--- config.mk ---
export PLATFORM = sky130hd
export DESIGN_NAME = ser_deser
export DESIGN_NICKNAME = d
export VERILOG_FILES = /design/src/rtl/ser_deser.sv
export SDC_FILE = /design/constraint.sdc
export NUM_CORES = 1
export LEC_CHECK = 0
export BUFFER_PORTS_ARGS = -buffer_cell sky130_fd_sc_hd__buf_2
export CAP_MARGIN = 20
export CORE_ASPECT_RATIO = 0.9
export CORE_MARGIN = 4
export CORE_UTILIZATION = 23
export DETAILED_ROUTE_END_ITERATION = 10
export GPL_TIMING_DRIVEN = 0
export PLACE_DENSITY_LB_ADDON = 0.25
export SLEW_MARGIN = 20
export SYNTH_ARGS = -nofsm -noshare
export SYNTH_HDL_FRONTEND = slang
export SYNTH_SLANG_ARGS = --single-unit
--- constraint.sdc ---
create_clock -name i_clk -period 5.7 [get_ports i_clk]
set_input_delay 0.57 -clock i_clk [delete_from_list [all_inputs] [get_ports i_clk]]
set_output_delay 0.57 -clock i_clk [all_outputs]
set_load 0.1 [all_outputs]
--- src/rtl/ser_deser.sv ---
// LSB-first serial-to-parallel collector with a valid/ready word output.
// Optional SER_DESER_SEXT_EN: byte/half/word lengths with optional sign extension (WIDTH must be 32).
module ser_deser #(
    parameter int WIDTH = 32
) (
    input  logic             i_clk,
    input  logic             i_rst,
    input  logic             i_start,
    input  logic             i_en,
    input  logic             i_d,
    input  logic [1:0]       i_len,
    input  logic             i_signed,
    output logic             o_busy,
    output logic             o_valid,
    input  logic             i_ready,
    output logic [WIDTH-1:0] o_q,
    output logic [1:0]       o_state
);
    localparam int CW = $clog2(WIDTH);

    // Handshake: a word transfers on any rising edge where o_valid=1 and i_ready=1;
    // o_q is stable from the rise of o_valid until that edge.
    typedef enum logic [1:0] {
        S_IDLE    = 2'd0,
        S_COLLECT = 2'd1,
        S_HOLD    = 2'd2
    } state_e;

    state_e            state_q, state_d;
    logic [CW-1:0]     cnt_q, cnt_d;
    logic [WIDTH-1:0]  sr_q, sr_d;
    logic [WIDTH-1:0]  q_q, q_d;
    logic              busy_q, valid_q;
    logic [WIDTH-1:0]  shifted;
    logic [WIDTH-1:0]  word;
    logic [CW-1:0]     last_idx;
    logic              unused_bits;

`ifdef SER_DESER_SEXT_EN
    logic [1:0] len_q, len_d;
    logic       sgn_q, sgn_d;

    // The shift register is effectively N bits wide: new bits enter at sr[N-1].
    always_comb begin
        shifted  = {i_d, sr_q[WIDTH-1:1]};
        word     = shifted;
        last_idx = CW'(WIDTH - 1);
        case (len_q)
            2'd0: begin
                shifted  = {{(WIDTH-8){1'b0}}, i_d, sr_q[7:1]};
                word     = {{(WIDTH-8){sgn_q & i_d}}, i_d, sr_q[7:1]};
                last_idx = CW'(7);
            end
            2'd1: begin
                shifted  = {{(WIDTH-16){1'b0}}, i_d, sr_q[15:1]};
                word     = {{(WIDTH-16){sgn_q & i_d}}, i_d, sr_q[15:1]};
                last_idx = CW'(15);
            end
            default: ;
        endcase
    end
    assign unused_bits = sr_q[0];
`else
    always_comb begin
        shifted  = {i_d, sr_q[WIDTH-1:1]};
        word     = shifted;
        last_idx = CW'(WIDTH - 1);
    end
    assign unused_bits = ^{sr_q[0], i_len, i_signed};
`endif

    always_comb begin
        state_d = state_q;
        cnt_d   = cnt_q;
        sr_d    = sr_q;
        q_d     = q_q;
`ifdef SER_DESER_SEXT_EN
        len_d   = len_q;
        sgn_d   = sgn_q;
`endif
        case (state_q)
            S_IDLE: begin
                if (i_start) begin
                    state_d = S_COLLECT;
                    cnt_d   = '0;
                    sr_d    = '0;
                    q_d     = '0;
`ifdef SER_DESER_SEXT_EN
                    len_d   = i_len;
                    sgn_d   = i_signed;
`endif
                end
            end
            S_COLLECT: begin
                if (i_en) begin
                    sr_d  = shifted;
                    cnt_d = cnt_q + 1'b1;
                    if (cnt_q == last_idx) begin
                        state_d = S_HOLD;
                        q_d     = word;
                    end
                end
            end
            S_HOLD: begin
                if (i_ready) begin
                    // Back-to-back restart skips the IDLE bubble.
                    if (i_start) begin
                        state_d = S_COLLECT;
                        cnt_d   = '0;
                        sr_d    = '0;
                        q_d     = '0;
`ifdef SER_DESER_SEXT_EN
                        len_d   = i_len;
                        sgn_d   = i_signed;
`endif
                    end else begin
                        state_d = S_IDLE;
                    end
                end
            end
            default: state_d = S_IDLE;
        endcase
    end

    always_ff @(posedge i_clk or posedge i_rst) begin
        if (i_rst) begin
            state_q <= S_IDLE;
            cnt_q   <= '0;
            sr_q    <= '0;
            q_q     <= '0;
            busy_q  <= 1'b0;
            valid_q <= 1'b0;
`ifdef SER_DESER_SEXT_EN
            len_q   <= 2'd2;
            sgn_q   <= 1'b0;
`endif
        end else begin
            state_q <= state_d;
            cnt_q   <= cnt_d;
            sr_q    <= sr_d;
            q_q     <= q_d;
            busy_q  <= (state_d == S_COLLECT);
            valid_q <= (state_d == S_HOLD);
`ifdef SER_DESER_SEXT_EN
            len_q   <= len_d;
            sgn_q   <= sgn_d;
`endif
        end
    end

    assign o_busy  = busy_q;
    assign o_valid = valid_q;
    assign o_q     = q_q;
    assign o_state = state_q;
endmodule

==> metrics.md, run 1 <==
| Metric | Value |
|---|---|
| Outcome | `completed` |
| Final setup TNS | `0 ps` |
| Die width | `131 µm` |
| Post-CTS Setup Bufs | `0` |
| Core Rows | `40` |
| Synth unique cells | `28` |
| Design area | `3940 µm²` |
| Arr. time, crit path | `2330 ps` |
| Resize count post-CTS | `0` |
| TritonCTS Buffers | `9` |
| Start of the worst register-to-register path | `cnt_q[0]` |
| Sink Count | `72` |
| Asr flop ratio synth | `100%` |
| Routed len/inst | `13.5 µm` |
| Placeable Area | `13300 µm²` |
| Post-synthesis cell count | `281` |
| CTS tree | `yes` |
| Syn-to-layout area delta | `25.9%` |
| Crit share post-route | `36.6%` |
| Top Ports | `45` |
| Finished Layout Cells | `507` |
| Max Cap Violations | `0` |
| FILL cells | `1371` |
| Top-count cell post-synth | `dfrtp_1` |
| Reg-to-Reg End | `o_q[14]` |
| Slew @ Worst Pin | `554 ps` |
| GPL Wtd Cong | `0.783` |
| Final hold violations | `0` |
| Die area | `15500 µm²` |
| Cts hold-fix bufs | `0` |
| Max FO, Critical Path | `10` |
| First-pass detailed-route iteration total | `4` |
| Min setup slack post-route | `3610 ps` |
| Kind of critical path | `reg -> reg` |
| Worst-skew pair later-pin latency | `330 ps` |
| Ant. Diodes | `0` |
| Via Count | `2083` |
| CTS clk-pin slew, worst paths | `60 ps` |
| Wirelength, routed | `6830 µm` |
| Area after DPL | `3570 µm²` |
| Cell taking the most area after synthesis | `dfrtp_1` |
| Max-slew headroom | `62.3%` |
| Starting DRT DRC Count | `89` |
| Avg Vias per Cell | `4.11` |
| Most common library cells after synthesis | `dfrtp_1 (72), nand2_1 (61), mux2i_1 (60)` |
| Setup violations, final | `0` |
| Number of synthesized flops with an enable pin | `0` |
| Seq. cell area | `1800 µm²` |
| Dominant cells by area after synthesis | `dfrtp_1 (58%), mux2i_1 (19%), nand2_1 (7.3%), inv_1 (4.0%), buf_2 (0.96%)` |
| DRC viols | `0` |
| Total GRT Usage | `9.40%` |
| First-pass GRT wire length | `11500 µm` |
| Initial core utilization | `23.5%` |
| Largest net degree at the start of global routing | `43` |
| Ratio of cells with drive above 1 in the final layout | `21.5%` |
| CP max-delay cell | `dfrtp_1` |
| Critical path cell sequence | `ha_1 -> and3_1 -> ha_1 -> nand3_1 -> a21o_1 -> buf_2 -> buf_2 -> mux2i_1` |
| Synth Cell Area | `3130 µm²` |
| Critical Path Start Type | `flip-flop` |
| Vias in the first global route | `2274` |
| Tmin final | `2090 ps` |
| Synthesis-stage register bit count | `72` |
| Antenna viol nets, final | `0` |
| Antenna violations before repair | `0` |
| Die Span Y | `119 µm` |
| Hpwl dp | `4690 µm` |
| Grt total ovfl | `0` |
| Worst slack, placed | `3630 ps` |
| Critical path required time | `5940 ps` |
| Min-Delay Path Class | `in -> async` |
| Port Buf Inserts | `41` |
| Yosys warns | `0` |
| Max Slew Vio Count | `0` |
| Fmax | `479 MHz` |
| Main synth FF type | `dfrtp_1` |
| Cell count of the worst reg-to-reg path | `8` |
| Syn nets | `292` |
| H-tree levels | `3` |
| Clock Tree Buf Depth | `2` |
| Placed cells | `491` |
| Area of the multi-input gates | `1110 µm²` |
| Root buf cell | `clkbuf_16` |
| Crit path largest cell delay | `410 ps` |
| Unrepaired setup endpoints after global routing | `no` |
| R2R setup slack | `3610 ps` |
| Yosys top cell area share | `57.6%` |
| CP Capture Type | `flip-flop` |
| Final #Nets | `345` |
| Setup Skew | `9.92 ps` |
| Post-synthesis sequential area ratio | `57.6%` |
| Syn Area/Cell | `11.1 µm²` |
==> registers in the layout, summed over array words and instances, names as in the netlist <==
| name | cells |
|---|---|
| o_q | 32 |
| sr_q | 31 |
| o_busy | 1 |
| o_state | 2 |
| o_valid | 1 |
| cnt_q | 5 |
==> placed cells by master, fill, tap and decap left out, drive strengths merged, types with 4 or more instances in the layout <==
cell type,netlist,layout
clkbuf,7,19
nand2,61,61
o21ai,4,4
dfrtp,72,72
buf,10,52
mux2i,61,61
nand3,4,4
inv,33,33
==> final cells by class <==
class                           count  area share (%)
Clock inverter                      4            2.51
Multi-Input combinational cell    159            28.3
Buffer                             17            2.19
Inverter                           33            3.21
Tap cell                          168            5.34
Sequential cell                    72            45.8
Clock buffer                       12            6.77
Timing Repair Buffer               42            5.91
==> cell families (layout without fill, tap and decap cells) <==
kind of cell               Yosys count  after routing  share of synthesized area [%]
AOI/OAI and AO/OA                   18             18                           4.56
and+or+nand+nor                     78             78                           10.6
buffers and inverters               50            108                           6.72
DFF                                 72             72                           57.6
muxes                               61             61                           19.6
adders and majority gates            2              2                          0.800
==> worst max-delay path by stage <==
stage | endpoint | depth (start not counted) | from
floorplan | cnt_q[0] | 1 | i_rst
CTS | o_q[14] | 8 | cnt_q[0]
global route | o_q[2] | 8 | cnt_q[0]
global placement | o_q[9] | 2 | i_rst
detailed placement | o_q[3] | 8 | cnt_q[0]
finish | o_q[14] | 8 | cnt_q[0]
==> metal layers <==
layer	GRT usage [%]	up-vias	part of all wire, %
met4	3.60	0	1.8
met5	0	-	0
met3	3.12	12	5.2
li1	-	1031	-
met1	12.4	1004	48
met2	14.2	36	45
==> metrics by stage <==
stage               util (%)  hold slack [ps]
floorplan                  -              478
global placement        26.6              482
detailed placement      26.8              498
CTS                     29.6              258
global route            29.6              271
finish                  29.6              246
==> critical path, delay by kind of cell, from the launching register on <==
kind | cells | cell delay [ps]
buffers and inverters | 2 | 480
adders and majority gates | 2 | 420
DFF | 1 | 410
and+or+nand+nor | 2 | 330
muxes | 1 | 230
AOI/OAI and AO/OA | 1 | 130
Power of run 1 is left out: the tool's default activity adds up to more than one toggle a clock period on the data nets, which glitch-free logic cannot reach.
==> run 2: changes to the inputs <==
==> constraint.sdc (replaced) <==
create_clock -name i_clk -period 2.1 [get_ports i_clk]
set_input_delay 0.21 -clock i_clk [delete_from_list [all_inputs] [get_ports i_clk]]
set_output_delay 0.21 -clock i_clk [all_outputs]
set_load 0.1 [all_outputs]
==> metrics.md, run 2 (synthesis gave the netlist of run 1 again) <==
| Metric | Value |
|---|---|
| Outcome | `completed` |
| Share of the core filled with cells | `29.7%` |
| Post-CTS Setup Bufs | `0` |
| Start of the worst register-to-register path | `cnt_q[0]` |
| Critical Path Start Type | `flip-flop` |
| Die width | `131 µm` |
| Clock Tree Buf Depth | `2` |
| Design area | `3960 µm²` |
| Worst-skew pair later-pin latency | `330 ps` |
| Initial core utilization | `23.5%` |
| Unrepaired setup endpoints after global routing | `yes` |
| Largest net degree at the start of global routing | `43` |
| Root buf cell | `clkbuf_16` |
| Worst hold start | `i_d` |
| Max-slew headroom | `62.4%` |
| Hpwl dp | `4690 µm` |
| Die area | `15500 µm²` |
| Final hold violations | `0` |
| Sink Count | `72` |
| Buf+Inv Stages, Crit Path | `2` |
| Avg Vias per Cell | `4.10` |
| Fmax | `503 MHz` |
| CP max-delay cell | `dfrtp_1` |
| Arr. time, crit path | `2240 ps` |
| Cell count of the worst reg-to-reg path | `8` |
| CTS clk-pin slew, worst paths | `60 ps` |
| Leading cell type in the layout, fill and taps excluded | `dfrtp_1` |
| CP delay by family, top | `buffers and inverters` |
| Crit path largest cell delay | `400 ps` |
| Most used cell, CP | `ha_1` |
| Min-Delay Path Class | `in -> reg` |
| TritonCTS Buffers | `9` |
| Total GRT Usage | `9.42%` |
| Top Ports | `45` |
| Max FO, Critical Path | `10` |
| Setup violations, final | `0` |
| Ratio of cells with drive above 1 in the final layout | `21.5%` |
| Via Count | `2084` |
| Hold Path Depth | `3` |
| Die Span Y | `119 µm` |
| Tmin final | `1990 ps` |
| Ant. Diodes | `0` |
| Finished Layout Cells | `508` |
| Max Cap Violations | `0` |
| Area after DPL | `3570 µm²` |
| Slew @ Worst Pin | `554 ps` |
| Core Rows | `40` |
| CTS tree | `yes` |
| Antenna viol nets, final | `0` |
| R2R setup slack | `110 ps` |
| CP Capture Type | `flip-flop` |
| Reg-to-Reg End | `o_q[20]` |
| Final setup TNS | `0 ps` |
| Syn-to-layout area delta | `26.5%` |
| First-pass GRT wire length | `11500 µm` |
| Placed cells | `491` |
| Final #Nets | `346` |
| Max FFs per register | `32` |
| Max Slew Vio Count | `0` |
| H-tree levels | `3` |
| First-pass detailed-route iteration total | `4` |
| Port Buf Inserts | `41` |
| DRC viols | `0` |
| Routed len/inst | `13.5 µm` |
| Critical path cell sequence | `ha_1 -> and3_1 -> ha_1 -> nand3_1 -> a21o_1 -> buf_2 -> clkbuf_4 -> mux2i_1` |
| Critical path required time | `2350 ps` |
| Antenna violations before repair | `0` |
| Most frequent cells in the layout | `dfrtp_1 (72), nand2_1 (61), mux2i_1 (60)` |
| Grt total ovfl | `0` |
| Placeable Area | `13300 µm²` |
| GPL Wtd Cong | `0.783` |
| Vias in the first global route | `2280` |
| Wirelength, routed | `6850 µm` |
| Hold EP | `sr_q[31]` |
| Crit share post-route | `94.6%` |
| Starting DRT DRC Count | `91` |
| Setup Skew | `10.1 ps` |
| Kind of critical path | `reg -> reg` |
[run 2: changes by cell type in the layout (fill, tap and decap cells not counted)]
cell and change:
clkbuf_4 +1, dlygate4sd3_1 +1, buf_2 -3, buf_4 +2
[run 2: worst max path at each step]
stage / depth (start not counted) / start / endpoint
after global placement: 2 / i_rst / o_q[9]
after detailed placement: 8 / cnt_q[0] / o_q[3]
after floorplan: 5 / o_state[0] / o_q[29]
after global routing: 8 / cnt_q[0] / o_q[2]
after CTS: 8 / cnt_q[0] / o_q[14]
final: 8 / cnt_q[0] / o_q[20]
[run 2: area by class of cell]
cell class	count	area (µm²)
clock inverters	4	98.8
plain buffers	17	93.8
well taps	168	210
fillers	1368	9360
flip-flops and latches	72	1800
clock buffers	12	267
repair buffers	43	243
inverters	33	126
multi-input cells	159	1110
[run 2: timing repair]
item                                    CTS  global route
endpoints found under the setup margin    3            30
pin swaps                                 0             0
hold buffers                              1             0
resized for setup                         0             5
hold endpoints to repair                 30             0
[run 2: metrics by stage]
stage / setup slack, ps / hold WS [ps]
floorplan: -9.92 / 344
global placement: -966 / 482
CTS: -3.77 / 182
global route: -39.4 / 180
detailed placement: 26.4 / 251
finish: 113 / 174
[run 2: worst min-delay path: stages]
cell and delay (ps):
buf_2 100, nand2_1 70, mux2i_1 70
[run 2: metal layers]
metal / track usage (%) / up-vias / share of wire, %
met5: 0 / - / 0
met4: 3.60 / 0 / 1.8
met3: 3.12 / 12 / 5.2
met2: 14.3 / 32 / 45
met1: 12.4 / 1007 / 48
li1: - / 1033 / -
Power of run 2 is left out for the same reason.
==> run 3: changes to the inputs <==
--- a/config.mk
+++ b/config.mk
@@ -12,8 +12,9 @@
 export CORE_UTILIZATION = 23
 export DETAILED_ROUTE_END_ITERATION = 10
 export GPL_TIMING_DRIVEN = 0
-export PLACE_DENSITY_LB_ADDON = 0.25
+export PLACE_DENSITY_LB_ADDON = 0.2
 export SLEW_MARGIN = 20
 export SYNTH_ARGS = -nofsm -noshare
 export SYNTH_HDL_FRONTEND = slang
 export SYNTH_SLANG_ARGS = --single-unit
+export TNS_END_PERCENT = 20
==> metrics.md, run 3 (synthesis gave the netlist of run 1 again) <==
| Metric | Value |
|---|---|
| Outcome | `completed` |
| Crit share post-route | `92.1%` |
| Critical Path Start Type | `flip-flop` |
| CTS tree | `yes` |
| Vias in the first global route | `2346` |
| Most frequent cells in the layout | `dfrtp_1 (72), nand2_1 (61), mux2i_1 (57)` |
| Tmin final | `1930 ps` |
| Top Ports | `45` |
| Setup Skew | `5.08 ps` |
| Placed cells | `491` |
| Ratio of cells with drive above 1 in the final layout | `22.4%` |
| Setup violations, final | `0` |
| FILL cells | `1406` |
| Die Span Y | `119 µm` |
| Largest net degree at the start of global routing | `55` |
| Critical path cell sequence | `ha_2 -> and3_1 -> ha_1 -> nand3_1 -> a21o_1 -> clkbuf_4 -> buf_6 -> a31o_1` |
| Min-Delay Path Class | `in -> reg` |
| Antenna viol nets, final | `0` |
| Final #Nets | `346` |
| Root buf cell | `clkbuf_16` |
| Wirelength, routed | `7030 µm` |
| First-pass detailed-route iteration total | `4` |
| TritonCTS Buffers | `9` |
| Max-slew headroom | `61.5%` |
| Worst-skew pair later-pin latency | `330 ps` |
| R2R setup slack | `170 ps` |
| GPL Wtd Cong | `0.732` |
| Critical path required time | `2320 ps` |
| Grt total ovfl | `0` |
| Crit path largest cell delay | `390 ps` |
| Initial core utilization | `23.5%` |
| Avg Vias per Cell | `4.07` |
| Kind of critical path | `reg -> reg` |
| Starting DRT DRC Count | `126` |
| Syn-to-layout area delta | `26.9%` |
| Finished Layout Cells | `508` |
| DRC viols | `0` |
| Hpwl dp | `4840 µm` |
| Max Cap Violations | `0` |
| Routed len/inst | `13.8 µm` |
| Max FO, Critical Path | `10` |
| Arr. time, crit path | `2160 ps` |
| Hold Slack | `168 ps` |
| Port Buf Inserts | `41` |
| CP max-delay cell | `dfrtp_1` |
| Slew @ Worst Pin | `566 ps` |
| Antenna violations before repair | `0` |
| Final hold violations | `0` |
| Clock Tree Buf Depth | `2` |
| CTS clk-pin slew, worst paths | `60 ps` |
| CP Capture Type | `flip-flop` |
| Fmax | `517 MHz` |
| Leading cell type in the layout, fill and taps excluded | `dfrtp_1` |
| H-tree levels | `3` |
| Max FFs per register | `32` |
| Die width | `131 µm` |
| First-pass GRT wire length | `12200 µm` |
| Die area | `15500 µm²` |
| Final setup TNS | `0 ps` |
| Via Count | `2067` |
| Placeable Area | `13300 µm²` |
| Max Slew Vio Count | `0` |
| Total GRT Usage | `10.3%` |
| Core Rows | `40` |
| Sink Count | `72` |
| Ant. Diodes | `0` |
==> run 3: cell count changes in the layout (fill, tap and decap cells not counted), moves of 2 or more <==
| cell | previous run | this run |
|---|---|---|
| mux2i_2 | 1 | 4 |
| buf_12 | 0 | 2 |
| mux2i_1 | 60 | 57 |
| buf_4 | 6 | 4 |
==> run 3: final cells by class <==
type / instances / area [µm²] / area share, %
flip-flops and latches: 72 / 1800 / 45.4
multi-input cells: 159 / 1130 / 28.4
clock buffers: 12 / 256 / 6.46
repair buffers: 43 / 243 / 6.12
well taps: 168 / 210 / 5.30
inverters: 33 / 126 / 3.19
plain buffers: 17 / 125 / 3.15
clock inverters: 4 / 76.3 / 1.92
==> run 3: metrics by stage <==
stage               util (%)  worst slack [ps]  cell area (µm²)
finish                  29.8               165             3970
global route            29.8             -12.4             3970
CTS                     29.4              13.0             3920
detailed placement      26.8              2.92             3570
global placement        26.6              -967             3540
floorplan                  -             -9.92             3130
==> run 3: critical path, delay by kind of cell (launching register included) <==
| family | cells | cell delay (ps) |
|---|---|---|
| AOI/OAI and AO/OA | 2 | 430 |
| buffers and inverters | 2 | 360 |
| and+or+nand+nor | 2 | 290 |
| DFF | 1 | 390 |
| adders and majority gates | 2 | 360 |
==> run 3: path summary, 6_finish.rpt <==
kind                          start       end  cells after the start
hold / removal                 i_en  cnt_q[0]                      3
max in group asynchronous     i_rst  sr_q[18]                      4
hold reg to reg              o_q[0]    o_q[0]                      1
setup / recovery           cnt_q[0]   o_q[29]                      8
min in group asynchronous     i_rst   o_q[22]                      3
setup reg to reg           cnt_q[0]   o_q[29]                      8
==> run 3: metal layers <==
layer	up-vias	wire length, µm	GRT usage [%]
met3	8	347	3.66
met1	1000	3310	13.4
met4	0	102	4.11
li1	1031	-	-
met5	-	0	0
met2	28	3270	15.5
==> run 3: what timing repair did <==
item                                    in CTS  in global routing
hold buffers                                 1                  0
gates resized for setup                      2                 14
buffers inserted                             0                  0
endpoints found under the setup margin       7                 29
endpoints found under the hold margin       18                  0
Power of run 3 is left out for the same reason.
